$ cat src/rtl/rv32_fetch_pkg.sv
// rv32_fetch_pkg: shared fetch-stage state encoding and instruction constants.
package rv32_fetch_pkg;
    typedef enum logic [1:0] {IDLE, FETCH, HOLD, DISCARD} fetch_state_e;
    localparam logic [31:0] NOP_INSTR = 32'h0000_0013;
endpackage

$ cat src/rtl/rv32_fetch_stage.sv
// rv32_fetch_stage: owns the PC, drives the instruction bus and fills the decode pipeline register.
module rv32_fetch_stage
    import rv32_fetch_pkg::*;
#(
    parameter logic [31:0] RESET_VECTOR = 32'h0000_0000
) (
    input  logic        clk,
    input  logic        reset_n,
    input  logic        stall_in,
    input  logic        flush_in,
    input  logic        branch_taken_in,
    input  logic [31:0] branch_pc_in,
    output logic [31:0] instr_address_out,
    output logic        instr_read_out,
    input  logic [31:0] instr_value_in,
    input  logic        instr_ready_in,
    output logic        valid_out,
    output logic [31:0] pc_out,
    output logic [31:0] instr_out
);
    fetch_state_e state_q, state_d;
    logic [31:0]  pc_q, pc_d, redirect_q, redirect_d, buf_q, buf_d;
    logic [31:0]  pc_out_q, pc_out_d, instr_q, instr_d;
    logic         valid_q, valid_d;
    logic         reading, hold_pipe;
    logic [31:0]  target;

    assign reading   = state_q == FETCH || state_q == DISCARD;
    assign hold_pipe = stall_in || flush_in;
    assign target    = branch_pc_in & ~32'd3;

    always_comb begin
        state_d    = state_q;
        pc_d       = pc_q;
        redirect_d = redirect_q;
        buf_d      = buf_q;
        valid_d    = valid_q;
        pc_out_d   = pc_out_q;
        instr_d    = instr_q;
        if (state_q == IDLE) begin
            state_d = FETCH;
        end else if (branch_taken_in) begin
            valid_d = 1'b0;
            instr_d = NOP_INSTR;
            // an outstanding read must finish at its old address before the target is issued
            if (reading && !instr_ready_in) begin
                redirect_d = target;
                state_d    = DISCARD;
            end else begin
                pc_d    = target;
                state_d = FETCH;
            end
        end else begin
            if (flush_in || !stall_in) begin
                valid_d = 1'b0;
                instr_d = NOP_INSTR;
            end
            if (state_q == FETCH && instr_ready_in) begin
                if (hold_pipe) begin
                    buf_d   = instr_value_in;
                    state_d = HOLD;
                end else begin
                    valid_d  = 1'b1;
                    pc_out_d = pc_q;
                    instr_d  = instr_value_in;
                    pc_d     = pc_q + 32'd4;
                end
            end else if (state_q == HOLD && !hold_pipe) begin
                valid_d  = 1'b1;
                pc_out_d = pc_q;
                instr_d  = buf_q;
                pc_d     = pc_q + 32'd4;
                state_d  = FETCH;
            end else if (state_q == DISCARD && instr_ready_in) begin
                pc_d    = redirect_q;
                state_d = FETCH;
            end
        end
    end

    always_ff @(posedge clk or negedge reset_n) begin
        if (!reset_n) begin
            state_q    <= IDLE;
            pc_q       <= RESET_VECTOR;
            redirect_q <= '0;
            buf_q      <= '0;
            valid_q    <= 1'b0;
            pc_out_q   <= '0;
            instr_q    <= NOP_INSTR;
        end else begin
            state_q    <= state_d;
            pc_q       <= pc_d;
            redirect_q <= redirect_d;
            buf_q      <= buf_d;
            valid_q    <= valid_d;
            pc_out_q   <= pc_out_d;
            instr_q    <= instr_d;
        end
    end

    assign instr_address_out = pc_q & ~32'd3;
    assign instr_read_out    = reading;
    assign valid_out         = valid_q;
    assign pc_out            = pc_out_q;
    assign instr_out         = instr_q;
endmodule

$ cat config.mk
export PLATFORM = sky130hd
export DESIGN_NAME = rv32_fetch_stage
export DESIGN_NICKNAME = d
export VERILOG_FILES = /design/src/rtl/rv32_fetch_pkg.sv /design/src/rtl/rv32_fetch_stage.sv
export SDC_FILE = /design/constraint.sdc
export NUM_CORES = 1
export LEC_CHECK = 0
export BUFFER_PORTS_ARGS = -buffer_cell sky130_fd_sc_hd__buf_4
export CORE_MARGIN = 1.5
export CORE_UTILIZATION = 47
export CTS_CLUSTER_SIZE = 10
export DETAILED_ROUTE_END_ITERATION = 8
export GPL_TIMING_DRIVEN = 0
export HOLD_SLACK_MARGIN = 0.15
export PLACE_DENSITY = 0.83
export SLEW_MARGIN = 25
export SYNTH_ARGS = -nofsm -noshare
export SYNTH_HDL_FRONTEND = slang
export SYNTH_SLANG_ARGS = --single-unit
$ cat constraint.sdc
create_clock -name clk -period 2.85 [get_ports clk]
set_input_delay 0.1425 -clock clk [delete_from_list [all_inputs] [get_ports clk]]
set_output_delay 0.1425 -clock clk [all_outputs]
set_load 0.01 [all_outputs]
After elaboration in Yosys (flattened, before gate mapping)
Index checks and enable logic that the tools add are counted.
{ "classes": {"addsub": 1, "n_eq_ne": 7, "mux": 26, "bitwise": 2, "n_reduce_logical": 19} }
{ "op_table": {"columns": ["operator", "n"], "rows": [
  ["$mux 32", 14],
  ["$add 32x3->32 const B", 1],
  ["$mux 2", 7],
  ["$reduce_and 4->1", 3],
  ["$mux 1", 5],
  ["$reduce_bool 5->1", 1],
  ["$eq 2x2->1 const B", 2],
  ["$logic_and 1x1->1", 4],
  ["$ne 2x2->1 const B", 2],
  ["$ne 4x4->1 const B", 1],
  ["$reduce_bool 4->1", 1],
  ["$logic_not 1->1", 3],
  ["$logic_or 1x1->1", 3],
  ["$ne 3x3->1 const B", 1],
  ["$reduce_and 3->1", 1],
  ["$eq 2x1->1 const B", 1],
  ["$logic_not 2->1", 1],
  ["$not 1->1", 2],
  ["$reduce_and 2->1", 1],
  ["$reduce_bool 2->1", 1]
]} }
{ "word_totals": {"register_bits": 161, "inputBits": 70, "elab_cells": 62} }

Logic depth before layout (Yosys ltp)
{ "logic_depth": {"word_depth": 7, "ltp_mapped": 9} }

Least setup slack after synthesis
Ideal clock, no wire load.
{ "synth_timing": {"path_kind": "flip-flop to flip-flop", "startpoint": "register pc_q[4]", "endpoint": "register pc_q[29]", "arrival_ps": 2082, "required_ps": 2727, "setup_slack_ps": 645, "path_stages_with_launch": 8, "path_buffers": 2, "synth_period_minus_slack_ps": 2205, "cell_sequence": "dfrtp_1 -> buf_2 -> nand3_1 -> or3_1 -> buf_2 -> or4b_1 -> o32a_1 -> o221a_1"} }
{ "synth_between": {"elab_chain_cells": 4, "elab_cells_between_ends": 5} }
{ "synth_lines": {"columns": ["item", "line", "rtl"], "rows": [
  ["from (decl)", "rv32_fetch_stage.sv:22", "logic [31:0] pc_q, pc_d, redirect_q, redirect_d, buf_q, buf_d;"],
  ["from (signal assigned)", "rv32_fetch_stage.sv:92", "pc_q <= pc_d;"],
  ["$add 32x3->32 (*)", "rv32_fetch_stage.sv:66, rv32_fetch_stage.sv:72", null],
  ["$mux 32, on equally long branches", "rv32_fetch_stage.sv:68, rv32_fetch_stage.sv:59", null],
  ["$mux 32 (*)", "rv32_fetch_stage.sv:58", "if (state_q == FETCH && instr_ready_in) begin"],
  ["$mux 32 (*)", "rv32_fetch_stage.sv:42", "end else if (branch_taken_in) begin"]
]} }
Mark *: on every way between the ends. The rest lies on a longest branch, timed or not. The select of a mux whose other input is x is not followed.
A chain may end at the register's enable or synchronous reset.

Worst setup path after layout
{ "layout_timing": {"startpoint": "input branch_taken_in", "endpoint": "register pc_q[6]"} }
{ "layout_between": {"elab_chain_cells": 2, "elab_cells_between_ends": 5} }
{ "layout_lines": {"columns": ["item", "line", "rtl"], "rows": [
  ["from (decl)", "rv32_fetch_stage.sv:11", "input logic branch_taken_in,"],
  ["$ne 3x3->1 (no line) (tied with other cells)", null, null],
  ["$reduce_and 4->1 (no line)", null, null]
]} }
Parallel ways exist; a longest one is shown, timed or not.

==> results_dict.tcl <==
set metrics [dict create \
    status "finished, final reports clean" \
    antenna_cells 0 \
    fmax_mhz 375.7 \
    clock_path_buffers 2 \
    routed_via_density 6.001 \
    place_area_um2 9087 \
    p_int_w 0.005433 \
    finalPower_w 0.007896 \
    combPwrFrac 0.276 \
    top_usage_layer "met2" \
    post-route-period-util 0.9338 \
    vias 7033 \
    leakagePower_nw 4.469 \
    clk_latency_ns 0.43 \
    fin_crit_ns 2.661 \
    cts_buffers 17 \
    grt_pass1_vias 6894 \
    worst_slack_ns 0.1886 \
    post-route-util 0.6558 \
    p_seq_frac 0.422 \
    synth_area_per_cell_um2 10.91 \
    p_switching_w 0.002462 \
    synth_warnings 0 \
    finalHoldViolations 0 \
    worstPathRequired_ns 3.13 \
    arrival_ns 2.95 \
    use_met2 0.4488 \
    drive_gt1_frac 0.3243 \
    setup_viol 0 \
    clk_pin_slew_ns 0.06 \
    ys_ff_latch 157 \
    drt-total-wl_mm 23.12 \
    synth_cells 693 \
    finalSetupTns_ns 0 \
    pwr-share-clk 0.302 \
    synth_area_um2 7562 \
    grt_usage 0.2815 \
    fin_area_um2 10380 \
    critPathLaunchType "primary input" \
    dp_slack_ns -0.3052 \
    cp_max_fo 10 \
    swShare 0.3119 \
    cts_max_level 4 \
    cp-end-kind "flip-flop" \
    maxSlewHeadroom 0.5275 \
    numPortBuffers 161 \
    drtPass1Iterations 8 \
    ys_types 61 \
    synth.largest_area_cell "dfrtp_1" \
    synth_top_cell_area_share 0.5096 \
    cts.sinks 157 \
    rsz0062_at_grt "false" \
    place_congestion 0.8690 \
    die-area_um2 16860 \
    overflow 0 \
    worst_pin_slew_ns 0.7088 \
    root_buffer "clkbuf_16" \
    critPathKind "primary input to flip-flop" \
    cts_tree "built" \
    power_density_nw_per_um2 760.7 \
    wire_per_inst_um 19.73 \
    grt_pass1_wl_mm 36.46 \
    hpwlAfterDp_mm 14.87 \
    final_nets 1014 \
    synth_seq_area_share 0.5200 \
    hold_path.class "primary input to flip-flop" \
    grtUsageMet3 0.06273 \
    antenna_found_initial 0 \
    async_flop_share 1.000 \
    drt_drc_violations_left 0 \
    die_x_um 129.8 \
    slew_violations 0 \
    final_antenna_net_count 0 \
    drtIter0Drc 855 \
    synthTopCellsByArea "dfrtp_1, mux2_2, a222oi_1, o21ai_0, nand2_1" \
    synth_edf_count 0 \
    start_util 0.4778 \
    irDropWorstVdd_v 0.0004645 \
    grt_start_max_net_pins 89 \
    die_h_um 129.8 \
    areaGrowthSynthToFinish_pct 37.26 \
    num_io_pins 168 \
    rows 46 \
    synthFlopType "dfrtp_1" \
    grt_use_met1 0.3719 \
    core_um2 15830 \
    max_cap_violations 0 \
    fin_skew_ns 0.009375 \
]
repair_timing:
| action | 4_1_cts | 5_1_grt |
|---|---|---|
| setup endpoints to repair | 30 | 29 |
| hold endpoints to repair | 185 | 0 |
| buffers inserted | 0 | 0 |
| gates resized for setup | 1 | 1 |
| hold buffers | 66 | 0 |
routing by layer:
| layer | vias to the layer above | part of all wire |
|---|---|---|
| li1 | 3092 | - |
| met5 | - | 0 |
| met4 | 0 | 0.036 |
| met3 | 73 | 0.081 |
| met2 | 394 | 0.48 |
| met1 | 3474 | 0.41 |
area by class of cell:
type | instances | area, µm²
fill | 1166 | 5448
sequential | 157 | 3933
multi-input combinational | 472 | 3374
timing repair buffer | 228 | 1904
clock buffer | 20 | 456.7
tap | 216 | 270.3
buffer | 60 | 252.7
clock inverter | 12 | 162.7
inverter | 7 | 26.28
cells by family after synthesis:
logic type,synth area share
compound gates,0.1663
mux,0.1410
xor+xnor,0.01158
simple gates,0.1221
flops,0.5200
fa+ha+maj,0.001654
other cells,0.0004959
buf+inv,0.03690
cell usage in the layout (no fill, tap or decap), types with 8 or more instances in the layout:
cell and instances:
nand3_1 22, clkbuf_16 17, nand2b_1 8, nor3_1 10, buf_4 164, dlygate4sd3_1 66, mux2_2 91, clkbuf_1 43
dfrtp_1 154, o21ai_0 56, and3_1 9, nor2_1 30, a21oi_1 26, buf_2 10, a211o_1 8, nor4_1 8
a222oi_1 29, nand2_1 58
synth_stat cells, drive strengths merged (9+ instances only):
cell,number
a21oi,27
o21ai,57
and3,9
nor3,10
clkbuf,42
nor2,30
buf,18
nand3,23
nand2,58
dfrtp,154
mux2,92
a222oi,29
critical path: stages:
cell           delay [ns]
dlygate4sd3_1        0.54
buf_4                0.17
o21bai_1             0.24
o211ai_1             0.37
and2_1               0.18
clkbuf_1             0.35
buf_2                0.31
clkbuf_1             0.44
o21ai_0              0.19
per-stage QoR:
step | cells | hold slack [ns]
3_3_place_gp | 1073 | 0.3825
2_1_floorplan | 696 | -0.1531
4_1_cts | 1172 | 0.1570
5_1_grt | 1172 | 0.1812
3_5_place_dp | 1074 | 0.1329
6_report | 1172 | 0.1892
registers in the layout, summed over array words and instances (netlist names):
signal and count:
buf_q 32, instr_out 32, pc_out 30, pc_q 30, redirect_q 30, state_q 2
valid_out 1
path summary, 6_finish.rpt:
check | depth (start not counted) | to | from | slack, ns
worst min register to register | 1 | pc_out[5] | pc_out[5] | 0.49
min in group asynchronous | 2 | instr_out[15] | reset_n | 0.26
worst max-delay path | 9 | pc_q[6] | branch_taken_in | 0.19
worst min-delay path | 3 | state_q[0] | flush_in | 0.19
max in group asynchronous | 3 | redirect_q[10] | reset_n | 1.76
worst max register to register | 5 | buf_q[30] | state_q[1] | 0.23
power by group through the flow:
stage	Clock, W	Sequential, W	Combinational [W]
3_5_place_dp	0	0.00335	0.00207
6_report	0.00238	0.00333	0.00218
5_1_grt	0.00250	0.00341	0.00237
2_1_floorplan	0	0.00339	0.000977
3_3_place_gp	0	0.00331	0.00201
4_1_cts	0.00240	0.00331	0.00216
Power figures use the tool's default switching activity.
